<file path="src/rtl/sig_change_logger.sv">
// Change recorder: samples a signal bundle every clock and queues a time-stamped
// {ts, prev, curr} record in a first-word fall-through FIFO for a valid/ready consumer.
module sig_change_logger #(
  parameter int WIDTH = 6,
  parameter int TS_W  = 16,
  parameter int DEPTH = 8
) (
  input  logic                       clk,
  input  logic                       rst_n,
  input  logic [WIDTH-1:0]           sig_i,
  input  logic                       clr_i,
  input  logic                       ev_ready_i,
  output logic                       ev_valid_o,
  output logic [TS_W-1:0]            ev_ts_o,
  output logic [WIDTH-1:0]           ev_prev_o,
  output logic [WIDTH-1:0]           ev_curr_o,
  output logic [$clog2(DEPTH+1)-1:0] level_o,
  output logic [7:0]                 drop_cnt_o,
  output logic                       overflow_o
);

  localparam int PTR_W = $clog2(DEPTH);
  localparam int LVL_W = $clog2(DEPTH+1);

  typedef struct packed {
    logic [TS_W-1:0]  ts;
    logic [WIDTH-1:0] prev;
    logic [WIDTH-1:0] curr;
  } rec_t;

  rec_t             mem [DEPTH];
  rec_t             head;
  logic [TS_W-1:0]  ts;
  logic             armed;
  logic [WIDTH-1:0] prev;
  logic [PTR_W-1:0] wr_ptr;
  logic [PTR_W-1:0] rd_ptr;
  logic [LVL_W-1:0] count;
  logic [7:0]       drop_cnt;
  logic             overflow;

  logic change;
  logic full;
  logic pop;
  logic push;
  logic drop;

  always_comb begin
    change = armed && (sig_i != prev);
    full   = (count == LVL_W'(DEPTH));
    pop    = (count != '0) && ev_ready_i;
    // A pop on the same edge frees the slot, so a full FIFO can still accept.
    push   = change && (!full || pop);
    drop   = change && full && !pop;
  end

  // NOTE: non-blocking assignments everywhere in clocked logic so every register
  // samples the pre-edge values of the others, regardless of statement order.
  always_ff @(posedge clk) begin
    if (!rst_n) begin
      ts       <= '0;
      armed    <= 1'b0;
      prev     <= '0;
      wr_ptr   <= '0;
      rd_ptr   <= '0;
      count    <= '0;
      drop_cnt <= '0;
      overflow <= 1'b0;
    end else begin
      ts    <= ts + 1'b1;
      armed <= 1'b1;
      prev  <= sig_i;
      if (push) wr_ptr <= wr_ptr + 1'b1;
      if (pop)  rd_ptr <= rd_ptr + 1'b1;
      case ({push, pop})
        2'b10:   count <= count + 1'b1;
        2'b01:   count <= count - 1'b1;
        default: count <= count;
      endcase
      if (clr_i) begin
        drop_cnt <= {7'd0, drop};
        overflow <= drop;
      end else if (drop) begin
        if (drop_cnt != 8'hFF) drop_cnt <= drop_cnt + 8'd1;
        overflow <= 1'b1;
      end
    end
  end

  // NOTE: the record storage is deliberately not reset; count gates every read,
  // so stale entries are never visible and the array stays plain flops/RAM.
  always_ff @(posedge clk) begin
    if (push) mem[wr_ptr] <= '{ts: ts, prev: prev, curr: sig_i};
  end

  always_comb begin
    head       = mem[rd_ptr];
    ev_valid_o = (count != '0);
    ev_ts_o    = ev_valid_o ? head.ts   : '0;
    ev_prev_o  = ev_valid_o ? head.prev : '0;
    ev_curr_o  = ev_valid_o ? head.curr : '0;
    level_o    = count;
    drop_cnt_o = drop_cnt;
    overflow_o = overflow;
  end

endmodule

</file>
<file path="config.mk">
export PLATFORM = sky130hd
export DESIGN_NAME = sig_change_logger
export DESIGN_NICKNAME = d
export VERILOG_FILES = /design/src/rtl/sig_change_logger.sv
export SDC_FILE = /design/constraint.sdc
export NUM_CORES = 1
export LEC_CHECK = 0
export BUFFER_PORTS_ARGS = -buffer_cell sky130_fd_sc_hd__buf_4
export CORE_MARGIN = 2
export CORE_UTILIZATION = 60
export DETAILED_ROUTE_END_ITERATION = 12
export PLACE_DENSITY_LB_ADDON = 0.3
export SYNTH_ARGS = -nofsm -noshare
export SYNTH_HDL_FRONTEND = slang
export SYNTH_SLANG_ARGS = --single-unit
</file>
<file path="constraint.sdc">
create_clock -name clk -period 10.7 [get_ports clk]
set_input_delay 2.14 -clock clk [delete_from_list [all_inputs] [get_ports clk]]
set_output_delay 2.14 -clock clk [all_outputs]
set_load 0.03 [all_outputs]
</file>
======== After elaboration in Yosys (flattened, before gate mapping) ========
Memory sizes are Yosys's and may differ from the RTL's. A register that Yosys moved wholly into a read port is not among the register bits.
Index checks and enable logic that the tools add are counted.
word-level totals
  memories kept ........................... 1
  bits in read-only memories .............. 0
  bits in registers ....................... 42
  latch bits .............................. 0
  RAM bits ................................ 224
memory list
  name  words  width  rd ports  clocked after memory_dff  write ports  RTL line  text
  mem   8      28     1         1                         1            31        rec_t mem [DEPTH];
operators by class
  bitwise logic cells ..................... 1
  add/subtract/negate cells ............... 6
  divide/modulo/power cells ............... 0
  eq/ne operators ......................... 5
  shifts and indexed selects .............. 0
  mux-type cells .......................... 14
  reductions and logical operators ........ 15
  order comparisons ....................... 0
  multiply operators ...................... 0
operators with widths
  cell                                                  number
  adder 16 x 1 -> 16 bit (second input constant)        1
  two-way mux 16 bit                                    1
  two-way mux 6 bit                                     2
  adder 8 x 1 -> 8 bit (second input constant)          1
  two-way mux 1 bit                                     8
  != test 8 bit (second input constant)                 1
  one-hot mux 4 bit (2 select lines)                    1
  adder 3 x 1 -> 3 bit (second input constant)          2
  two-way mux 3 bit                                     2
  != test 6 bit                                         1
  nonzero test 2 bit                                    3
  logical AND 1 bit                                     5
  adder 4 x 1 -> 4 bit (second input constant)          1
  equality test 4 bit (second input constant)           1
  AND reduction 2 bit                                   2
  nonzero test 4 bit                                    1
  subtractor 4 x 1 -> 4 bit (second input constant)     1
  equality test 2 x 1 -> 1 bit (second input constant)  1
  equality test 2 bit (second input constant)           1
  zero test 1 bit                                       2
  OR reduction 2 bit                                    1
  logical OR 1 bit                                      1
  NOT 1 bit                                             1

======== Depth between registers and ports, before layout ========
Gate-level depths: netlist of run 1.
  word-level depth ........................ 6
  mapped depth ............................ 10

======== Worst setup path before layout of run 1 ========
No wires, ideal clock.
  kind .................................... in2reg
  start point ............................. in sig_i[3]
  end point ............................... mem mem[2][0] (netlist bit) (enable)
  cell stages on the path ................. 5
  required time ........................... 10.206 ns
  path buffers ............................ 0
  path slack .............................. 4.247 ns
  setup time .............................. 0.494 ns
  data arrival time ....................... 5.960 ns
  cell sequence ........................... xor2_1 -> nor4_1 -> a21oi_1 -> nand2_1 -> nor4b_1
on the way
  cells in the longest elaborated chain, start to end .. 5
ends and longest elaborated chain
  item                                     RTL line  text
  start: declaration                       10        input logic [WIDTH-1:0] sig_i,
  != test 6 bit                            49        change = armed && (sig_i != prev);
  logical AND 1 bit                        49
  logical AND 1 bit                        53        push = change && (!full || pop);
  two-way mux 1 bit                        93        if (push) mem[wr_ptr] <= '{ts: ts, prev: prev, curr: sig_i};
  two-way mux 1 bit (not written as such)  93
  end: declaration                         31
Every way passes these cells.

==> results of run 1 <==
worst paths after layout:
path | start | endpoint | slack [ns] | cells after the start
min | overflow_o | overflow_o | 0.51 | 2
min reg2reg | overflow_o | overflow_o | 0.51 | 2
max reg2reg | prev[2] | mem[6][23] | 7.31 | 6
max | flop | ev_prev_o[5] | 5.64 | 5
layout make-up:
class / count / area share [%]
clock buffer: 35 / 5.81
clock inverter: 12 / 1.07
inverter: 10 / 0.309
multi-input combinational: 284 / 23.5
sequential: 269 / 62.9
tap: 225 / 2.32
timing repair buffer: 67 / 4.17
metal layers:
| layer | global-route usage (%) | vias to the layer above |
|---|---|---|
| met5 | 0 | - |
| met1 | 31.8 | 2871 |
| met2 | 37.9 | 201 |
| li1 | - | 2455 |
| met3 | 3.41 | 26 |
| met4 | 6.59 | 0 |
cell families after synthesis:
| group | Yosys count | share of synthesized area, % |
|---|---|---|
| xor+xnor | 20 | 1.66 |
| fa+ha+maj | 7 | 0.899 |
| mux | 91 | 15.2 |
| simple gates | 131 | 6.43 |
| flops | 269 | 72.1 |
| compound gates | 35 | 2.29 |
| buf+inv | 37 | 1.38 |
metrics by stage:
step	instance area (µm²)	setup WS, ns
final	12100	5.64
after global routing	12100	5.37
after CTS	12100	5.47
after detailed placement	11300	5.33
after global placement	11300	5.52
after floorplan	10600	4.25
layout by cell type (no fill, tap or decap), types with 2 or more instances in the layout:
| master | instances |
|---|---|
| edfxtp_1 | 224 |
| buf_4 | 66 |
| mux4_2 | 56 |
| dfxtp_1 | 42 |
| nor2_1 | 35 |
| mux2i_1 | 34 |
| clkbuf_16 | 27 |
| nand2_1 | 21 |
| and2_1 | 21 |
| xor2_1 | 12 |
| nand3_1 | 11 |
| inv_1 | 10 |
| xnor2_1 | 8 |
| clkbuf_1 | 8 |
| a21oi_1 | 7 |
| o21ai_0 | 7 |
| ha_1 | 6 |
| nor2b_1 | 5 |
| or4_1 | 5 |
| clkinv_2 | 5 |
| nand2b_1 | 4 |
| nand4_1 | 4 |
| a21boi_0 | 4 |
| clkinv_1 | 4 |
| o41ai_1 | 3 |
| nor3_1 | 3 |
| or3_1 | 3 |
| bufinv_16 | 3 |
| nor2_2 | 2 |
| nor4_1 | 2 |
| nor3b_2 | 2 |
| nor3_2 | 2 |
| nor4b_2 | 2 |
| and4_1 | 2 |
| and3_1 | 2 |
| o31ai_1 | 2 |
| o311ai_0 | 2 |
| dfxtp_2 | 2 |
power by group through the flow:
stage	registers (mW)	logic (mW)	clock network (mW)
2_1_floorplan	1.24	0.507	0
3_3_place_gp	1.24	0.724	0
3_5_place_dp	1.25	0.735	0
4_1_cts	1.22	0.740	0.906
5_1_grt	1.23	0.783	0.946
6_report	1.22	0.726	0.896
registers in the layout, indices dropped and copies added, names as in the netlist, named ones only:
name,flops
rd_ptr,3
wr_ptr,3
ts,16
prev,6
mem,224
overflow_o,1
level_o,4
drop_cnt_o,8
armed,1
worst max-delay path: stages, from the launching register on:
cell	delay (ns)
dfxtp_4	0.49
buf_4	0.73
mux4_2	0.61
mux2i_1	0.23
nor2_1	0.09
buf_4	0.21
==> key figures, run 1 <==
Clocking
  • Post-CTS Hold Fix Bufs: 0
  • Clock Latency Late Sink: 0.52 ns
  • Clock transition at path regs: 0.06 ns
  • Post_cts resized: 0
  • Post-CTS Setup Inserts: 0
  • # H-tree levels: 1
  • TritonCTS clock tree: done
  • Clock Sinks: 269
  • Num CTS Buffers: 27
  • Clock Tree Buf Depth: 3
  • Root buf cell: clkbuf_16

STA
  • Setup TNS Final: 0 ns
  • Fmax: 198 MHz
  • Final Critical Period: 5.06 ns
  • Max Slew Vio Count: 0
  • Final setup vio count: 0
  • Relative slew slack: 24.8%
  • Worst hold slack: 0.514 ns
  • Slew @ Worst Pin: 1.12 ns
  • Final period util: 47.3%
  • Unrepaired setup endpoints after global routing: false
  • Layout Skew: 0.0117 ns
  • Final Hold Viols: 0

Detailed routing
  • M1 WL: 8130 µm
  • Routed Antenna Nets: 0
  • Number of remaining DRC errors: 0
  • Highest metal used: met4
  • Met3 wire length: 1230 µm
  • Vias per cell: 6.16
  • First drt pass iteration count: 5
  • WL/cell: 22.3 µm
  • Vias: 5553
  • 1st-iter DRT viols: 485
  • Final WL: 20100 µm
  • WL met2: 10400 µm

Setup path
  • CP startpoint kind: flop
  • Setup crit end kind: output pin
  • Setup CP Type: reg2out
  • CP Data Arrival Time: 2.92 ns
  • WP data required: 8.56 ns
  • Maximum fanout along the worst path: 45

Power and ir drop
  • Total power: 2.84 mW
  • Part of the power in registers: 43.0%
  • Gate power share: 25.5%
  • Switching pwr: 0.825 mW
  • VDD IR max: 238 µV
  • PD cells: 234 mW/mm²
  • Clock network fraction of design power: 31.5%
  • Pleak: 4.18 nW
  • Switching share of total power: 29.0%
  • P_int: 2.02 mW

Finish
  • Antenna fix cells: 0
  • Fillers: 1099
  • Register Area: 0.00763 mm²
  • Non-Filler Instances: 902
  • NumNets Final: 676
  • Layout cells sized above 1: 25.7%
  • Layout area overhead: 14.8%
  • Multi-input gate area: 0.00285 mm²
  • Final Util: 70.2%

Global routing
  • Vias in the first global route: 5759
  • Initial antenna violation count: 0
  • Pin count of the biggest net entering global routing: 57
  • All-layer global routing usage: 22.8%
  • First-pass GRT wire length: 31900 µm
  • Total gr overflow: 0

Logic synthesis
  • Sequential area share after synthesis: 72.1%
  • Leading area contributor after synthesis: edfxtp_1
  • Synth cell types: 47
  • Synthesized instance count: 590
  • Main synth FF type: edfxtp_1
  • Mapped Avg Cell Area: 17.9 µm²
  • Synth async-reset ratio: 0%
  • Most frequent cell after synthesis: edfxtp_1
  • Post-synth EDFFs: 224
  • Synth Register Bits: 269
  • Post-Syn Nets: 607
  • Post-synth top area share: 63.6%
  • Synth area leaders: edfxtp_1, mux4_2, dfxtp_1
  • Yosys warns: 0
  • Post-Syn Area: 0.0106 mm²
  • Commonest cells post-synth: edfxtp_1, mux4_2, dfxtp_1

Floorplan
  • I/O pin count: 52
  • Core Area: 0.0173 mm²
  • Die Y: 137 µm
  • Die area: 0.0187 mm²
  • Initial cell density of the core: 61.2%
  • DIE WIDTH: 137 µm
  • # rows: 48

Status
  • Status: completed

Run
  • Max-Cap Viols: 0

Placed design
  • Port Buf Inserts: 51
  • RePlAce Congestion: 0.773
  • Placed Cells: 854
  • HPWL after detailed placement: 11700 µm

Worst hold path
  • Hold Path Class: reg2reg
No activity file was read; power rests on OpenSTA's default activity.
==> run 2, diff against run 1 <==
==> constraint.sdc (replaced) <==
create_clock -name clk -period 5.15 [get_ports clk]
set_input_delay 1.03 -clock clk [delete_from_list [all_inputs] [get_ports clk]]
set_output_delay 1.03 -clock clk [all_outputs]
set_load 0.03 [all_outputs]
==> run 2 against run 1 <==
Combinational power grew 96%. Critical endpoint is now ev_curr_o[2]. Final cell count grew 0.11%. Via count shrank 1.6%.
==> key figures, run 2 (synthesized netlist as in run 1, its figures left out) <==
Status
  • Status: completed (unchanged)

Floorplan
  • I/O pin count: 52 (unchanged)
  • Die Y: 137 µm (unchanged)
  • DIE WIDTH: 137 µm (unchanged)
  • Initial cell density of the core: 61.2% (unchanged)
  • Core Area: 0.0173 mm² (unchanged)
  • Die area: 0.0187 mm² (unchanged)
  • # rows: 48 (unchanged)

STA
  • Worst hold slack: 0.503 ns (was 0.514 ns)
  • Final period util: 75.0%
  • Slew @ Worst Pin: 1.10 ns (was 1.12 ns)
  • Max Slew Vio Count: 0 (unchanged)
  • Fmax: 259 MHz
  • Setup ws final: 1.29 ns (was 5.64 ns)
  • Final Hold Viols: 0 (unchanged)
  • Final Critical Period: 3.86 ns
  • Final setup vio count: 0 (unchanged)
  • Relative slew slack: 26.8% (was 24.8%)
  • Setup TNS Final: 0 ns (unchanged)
  • Layout Skew: 0.0104 ns (was 0.0117 ns)
  • Unrepaired setup endpoints after global routing: false (unchanged)

Power and ir drop
  • Pleak: 4.20 nW (was 4.18 nW)
  • Clock network fraction of design power: 31.5% (about the same)
  • Switching share of total power: 29.1% (was 29.0%)
  • Total power: 5.93 mW (was 2.84 mW)
  • Part of the power in registers: 44.5% (was 43.0%)
  • VDD IR max: 555 µV (was 238 µV)
  • Gate power share: 24.0% (was 25.5%)
  • Switching pwr: 1.72 mW (was 0.825 mW)
  • P_int: 4.20 mW (was 2.02 mW)
  • PD cells: 486 mW/mm² (was 234 mW/mm²)

Global routing
  • All-layer global routing usage: 23.3% (was 22.8%)
  • First-pass GRT wire length: 32100 µm (was 31900 µm)
  • Vias in the first global route: 5668 (was 5759)
  • Initial antenna violation count: 0 (unchanged)
  • Total gr overflow: 0 (unchanged)
  • Pin count of the biggest net entering global routing: 48 (was 57)

Placed design
  • RePlAce Congestion: 0.814 (was 0.773)
  • DP Worst Slack: 1.35 ns (was 5.33 ns)
  • Cell area after placement: 0.0113 mm² (about the same)
  • HPWL after detailed placement: 11700 µm (about the same)
  • Placed Cells: 855 (was 854)
  • Port Buf Inserts: 51 (unchanged)

Finish
  • Final Util: 70.5% (was 70.2%)
  • Most common cell after layout, fill and taps aside: edfxtp_1 (unchanged)
  • Fillers: 1069 (was 1099)
  • Non-Filler Instances: 903 (was 902)
  • Most frequent cells in the layout: edfxtp_1, buf_4, mux4_2 (unchanged)
  • Most flop-heavy register: mem (unchanged)
  • Multi-input gate area: 0.00287 mm² (was 0.00285 mm²)
  • NumNets Final: 675 (was 676)
  • Post-route cell area: 0.0122 mm² (was 0.0121 mm²)
  • Register Area: 0.00763 mm² (unchanged)
  • Antenna fix cells: 0 (unchanged)
  • Layout area overhead: 15.3% (was 14.8%)
  • Layout cells sized above 1: 26.1% (was 25.7%)
  • Largest register FFs: 224 (unchanged)

Worst hold path
  • Hold depth: 2 (unchanged)
  • Hold Path Class: reg2reg (unchanged)

Setup path
  • CP Data Arrival Time: 2.83 ns (was 2.92 ns)
  • Critical Path Most Common Cell: buf_4 (unchanged)
  • Slowest-stage cell, CP: dfxtp_4 (was buf_4)
  • Setup crit end kind: output pin (unchanged)
  • Critical path's top delay family: flip-flops (was buffers and inverters)
  • Setup CP Type: reg2out (unchanged)
  • Maximum fanout along the worst path: 47 (was 45)
  • Crit path buffers/inverters: 2 (unchanged)
  • WP data required: 4.12 ns (was 8.56 ns)
  • CP startpoint kind: flop (unchanged)
  • CP Depth: 5 (unchanged)
  • CP max stage delay: 0.98 ns (was 0.73 ns)
  • Critical Path, Cell by Cell: buf_4, mux4_2, mux2i_1, nor2_1, buf_4 (unchanged)
  • Reg2reg path depth: 6 (unchanged)

Clocking
  • TritonCTS clock tree: done (unchanged)
  • Post_cts resized: 0 (unchanged)
  • Num CTS Buffers: 26 (was 27)
  • Clock transition at path regs: 0.06 ns (about the same)
  • Clock Tree Buf Depth: 3 (unchanged)
  • Clock Sinks: 269 (unchanged)
  • Clock Latency Late Sink: 0.52 ns (about the same)
  • Post-CTS Setup Inserts: 0 (unchanged)
  • Root buf cell: clkbuf_16 (unchanged)
  • Post-CTS Hold Fix Bufs: 0 (unchanged)
  • # H-tree levels: 1 (unchanged)

Detailed routing
  • Final WL: 20500 µm (was 20100 µm)
  • Number of remaining DRC errors: 0 (unchanged)
  • WL/cell: 22.7 µm (was 22.3 µm)
  • 1st-iter DRT viols: 366 (was 485)
  • Vias per cell: 6.05 (was 6.16)
  • Routed Antenna Nets: 0 (unchanged)
  • Vias: 5463 (was 5553)
  • First drt pass iteration count: 7 (was 5)

Run
  • Max-Cap Viols: 0 (unchanged)
==> run 2: worst min-delay path, cell delays in order, from the launching register on <==
cell	delay, ns
dfxtp_1	0.32
nand2b_1	0.07
a21boi_0	0.07
==> run 2: power by group through the flow <==
| stage | clock network [mW] | registers, mW | logic (mW) |
|---|---|---|---|
| 2_1_floorplan | 0 | 2.57 | 1.05 |
| 3_3_place_gp | 0 | 2.68 | 1.41 |
| 3_5_place_dp | 0 | 2.69 | 1.43 |
| 4_1_cts | 1.89 | 2.65 | 1.44 |
| 5_1_grt | 1.97 | 2.67 | 1.52 |
| 6_report | 1.86 | 2.64 | 1.42 |
==> run 2: final cells by class <==
cell class	instances	share of cell area (%)
clock buffer	40	6.53
sequential	269	62.6
tap	225	2.31
timing repair buffer	67	4.23
inverter	10	0.308
clock inverter	8	0.523
multi-input combinational	284	23.5
==> run 2: layer usage <==
| layer | vias to the layer above | track usage, % | part of all wire, % |
|---|---|---|---|
| li1 | 2448 | - | - |
| met1 | 2821 | 31.5 | 41 |
| met2 | 169 | 39.7 | 52 |
| met3 | 25 | 4.04 | 5.9 |
| met4 | 0 | 6.19 | 1.5 |
| met5 | - | 0 | 0 |
==> run 2: worst paths after layout <==
check / start / end / slack (ns)
setup / recovery: flop / ev_curr_o[2] / 1.29
hold / removal: overflow_o / overflow_o / 0.50
setup reg to reg: prev[0] / mem[1][22] / 1.98
hold reg to reg: overflow_o / overflow_o / 0.50
==> run 3, diff against run 2 <==
--- a/config.mk
+++ b/config.mk
@@ -5,6 +5,7 @@
 export SDC_FILE = /design/constraint.sdc
 export NUM_CORES = 1
 export LEC_CHECK = 0
+export ABC_AREA = 1
 export BUFFER_PORTS_ARGS = -buffer_cell sky130_fd_sc_hd__buf_4
 export CORE_MARGIN = 2
 export CORE_UTILIZATION = 60
==> constraint.sdc (replaced) <==
create_clock -name clk -period 3.9 [get_ports clk]
set_input_delay 0.78 -clock clk [delete_from_list [all_inputs] [get_ports clk]]
set_output_delay 0.78 -clock clk [all_outputs]
set_load 0.03 [all_outputs]
==> run 3 against run 2 <==
Register-to-register slack lost 0.66 ns. Area after synthesis grew 2.5%. Count of clock-buffer cells in the layout fell by 6. Die area increased by 2.4%. Via count rose by 33%. Sequential cell count stayed put. Setup slack worse by 0.79 ns. Critical path type unchanged. Highest routed layer unchanged.
==> key figures, run 3 <==
Clocking
  • # H-tree levels: 1 (unchanged)
  • Clock Latency Late Sink: 0.52 ns (about the same)
  • Post-CTS Setup Inserts: 0 (unchanged)
  • Clock Sinks: 269 (unchanged)
  • Post_cts resized: 0 (unchanged)
  • TritonCTS clock tree: done (unchanged)
  • Root buf cell: clkbuf_16 (unchanged)
  • Clock Tree Buf Depth: 3 (unchanged)
  • Post-CTS Hold Fix Bufs: 0 (unchanged)
  • Num CTS Buffers: 26 (unchanged)
  • Clock transition at path regs: 0.06 ns (about the same)

Power and ir drop
  • PD cells: 612 mW/mm² (was 486 mW/mm²)
  • VDD IR max: 498 µV (was 555 µV)
  • Pleak: 4.46 nW (was 4.20 nW)

Finish
  • Most flop-heavy register: mem (unchanged)
  • Antenna fix cells: 0 (unchanged)
  • Most frequent cells in the layout: edfxtp_1, nor2_1, o21ai_0 (was edfxtp_1, buf_4, mux4_2)
  • Most common cell after layout, fill and taps aside: edfxtp_1 (unchanged)
  • Layout cells sized above 1: 14.7% (was 26.1%)
  • Multi-input gate area: 0.00279 mm² (was 0.00287 mm²)
  • Fillers: 1254 (was 1069)
  • Largest register FFs: 224 (unchanged)
  • Register Area: 0.00763 mm² (about the same)
  • Post-route cell area: 0.0124 mm² (was 0.0122 mm²)
  • Layout area overhead: 13.9% (was 15.3%)
  • NumNets Final: 1006 (was 675)

STA
  • Final Critical Period: 3.40 ns
  • Unrepaired setup endpoints after global routing: false (unchanged)
  • Fmax: 294 MHz
  • Setup TNS Final: 0 ns (unchanged)
  • Final period util: 87.1%
  • Final setup vio count: 0 (unchanged)
  • Max Slew Vio Count: 0 (unchanged)
  • Layout Skew: 0.0129 ns (was 0.0104 ns)
  • Slew @ Worst Pin: 0.723 ns (was 1.10 ns)
  • Relative slew slack: 51.7% (was 26.8%)
  • Final Hold Viols: 0 (unchanged)

Logic synthesis
  • Post-synth EDFFs: 224 (unchanged)
  • Post-Syn Nets: 955 (was 607)
  • Synth cell types: 37 (was 47)
  • Mapped Avg Cell Area: 11.6 µm² (was 17.9 µm²)
  • Synth Register Bits: 269 (unchanged)
  • Post-Syn Area: 0.0108 mm² (was 0.0106 mm²)
  • Most frequent cell after synthesis: edfxtp_1 (unchanged)
  • Synth area leaders: edfxtp_1, dfxtp_1, nor2_1 (was edfxtp_1, mux4_2, dfxtp_1)
  • Post-synth top area share: 62.0% (was 63.6%)
  • Main synth FF type: edfxtp_1 (unchanged)
  • Synth async-reset ratio: 0% (unchanged)
  • Sequential area share after synthesis: 70.3% (was 72.1%)
  • Commonest cells post-synth: edfxtp_1, nor2_1, o21ai_0 (was edfxtp_1, mux4_2, dfxtp_1)
  • Synthesized instance count: 938 (was 590)
  • Leading area contributor after synthesis: edfxtp_1 (unchanged)
  • Yosys warns: 0 (unchanged)

Floorplan
  • Initial cell density of the core: 60.8% (was 61.2%)
  • I/O pin count: 52 (unchanged)
  • Core Area: 0.0178 mm² (was 0.0173 mm²)
  • # rows: 49 (was 48)
  • Die area: 0.0192 mm² (was 0.0187 mm²)
  • Die Y: 138 µm (was 137 µm)
  • DIE WIDTH: 138 µm (was 137 µm)

Setup path
  • Maximum fanout along the worst path: 31 (was 47)
  • Reg2reg end: level_o[3] (was mem[1][22])
  • R2R setup slack: 1.32 ns (was 1.98 ns)
  • Reg2reg path depth: 17 (was 6)
  • Setup CP Type: reg2out (unchanged)
  • CP startpoint kind: flop (unchanged)
  • Setup crit end kind: output pin (unchanged)
  • CP Data Arrival Time: 2.62 ns (was 2.83 ns)
  • R2r startpoint: level_o[0] (was prev[0])
  • WP data required: 3.12 ns (was 4.12 ns)

Run
  • Max-Cap Viols: 0 (unchanged)

Detailed routing
  • Vias: 7248 (was 5463)
  • First drt pass iteration count: 7 (unchanged)
  • WL/cell: 19.1 µm (was 22.7 µm)
  • Vias per cell: 5.86 (was 6.05)
  • 1st-iter DRT viols: 731 (was 366)
  • Routed Antenna Nets: 0 (unchanged)
  • Number of remaining DRC errors: 0 (unchanged)
  • Final WL: 23600 µm (was 20500 µm)

Global routing
  • All-layer global routing usage: 24.8% (was 23.3%)
  • First-pass GRT wire length: 37800 µm (was 32100 µm)
  • Total gr overflow: 0 (unchanged)
  • Vias in the first global route: 7359 (was 5668)
  • Initial antenna violation count: 0 (unchanged)
  • Pin count of the biggest net entering global routing: 61 (was 48)

Worst hold path
  • Hold depth: 2 (unchanged)
  • Hold Path End: overflow_o (unchanged)
  • Worst hold path startpoint: overflow_o (unchanged)
  • Hold Path Class: reg2reg (unchanged)

Status
  • Status: completed (unchanged)

Placed design
  • Port Buf Inserts: 51 (unchanged)
  • HPWL after detailed placement: 13500 µm (was 11700 µm)
  • Cell area after placement: 0.0115 mm² (was 0.0113 mm²)
  • RePlAce Congestion: 0.768 (was 0.814)
==> run 3: cell count changes after synthesis, moves of 8 or more <==
cell / previous run / this run
buf_2: 6 / 14
a21oi_1: 7 / 25
inv_2: 0 / 9
o21ai_0: 7 / 131
buf_4: 0 / 9
o21ai_1: 0 / 25
mux2i_1: 34 / 0
a31oi_1: 1 / 29
and2_1: 21 / 0
o22ai_1: 0 / 28
nand2_1: 21 / 71
inv_1: 10 / 50
nor2_1: 37 / 194
mux4_2: 56 / 0
==> run 3: kinds of logic after synthesis <==
family,share of synthesized area (%)
AOI/OAI and AO/OA,11.7
xor gates and xnor gates,0.484
adders and majority gates,0.877
buffers and inverters,4.20
DFF,70.3
and+or+nand+nor,12.4
==> run 3: area by class of cell <==
class | count | share of cell area (%)
Clock inverter | 13 | 0.881
Clock buffer | 34 | 5.76
Sequential cell | 269 | 61.8
Inverter | 59 | 1.79
Timing Repair Buffer | 71 | 4.82
Tap cell | 229 | 2.32
Multi-Input combinational cell | 562 | 22.6
==> run 3: routing by layer <==
metal	vias to the layer above	part of all wire (%)	global-route usage, %
met4	0	2.5	8.81
met5	-	0	0
li1	3422	-	-
met3	45	6.6	3.67
met1	3524	41	32.9
met2	257	50	42.2
==> run 3: how the worst max path moves through the flow <==
| stage | startpoint | endpoint | depth (start not counted) |
|---|---|---|---|
| after floorplan | sig_i[1] | mem[1][0] | 11 |
| after global placement | sig_i[1] | mem[3][5] | 13 |
| after detailed placement | sig_i[1] | mem[3][12] | 13 |
| after CTS | flop | ev_ts_o[3] | 7 |
| after global routing | flop | ev_ts_o[3] | 7 |
| final | flop | ev_ts_o[3] | 7 |
==> run 3: critical path: stages, from the launching register on <==
cell and delay [ns]:
dfxtp_4 0.45, inv_2 0.42, buf_4 0.36, o21ai_0 0.11
o22ai_1 0.11, o21ai_0 0.11, a31oi_1 0.30, buf_4 0.22
==> run 3: power breakdown <==
part	total [mW]	internal [mW]	switching, mW
Sequential	3.29	3.20	0.0838
Clock	2.42	1.41	1.00
Combinational	1.86	0.599	1.26
==> run 3: metrics by stage <==
stage	hold WS, ns	utilization [%]	worst slack (ns)	total power [mW]	std cells
CTS	0.462	69.2	0.463	7.60	1237
global route	0.492	69.2	0.350	7.89	1237
finish	0.467	69.2	0.503	7.56	1237
global placement	0.443	64.6	1.02	5.17	1190
detailed placement	0.448	64.6	0.928	5.20	1190
floorplan	0.433	-	0.874	4.60	938
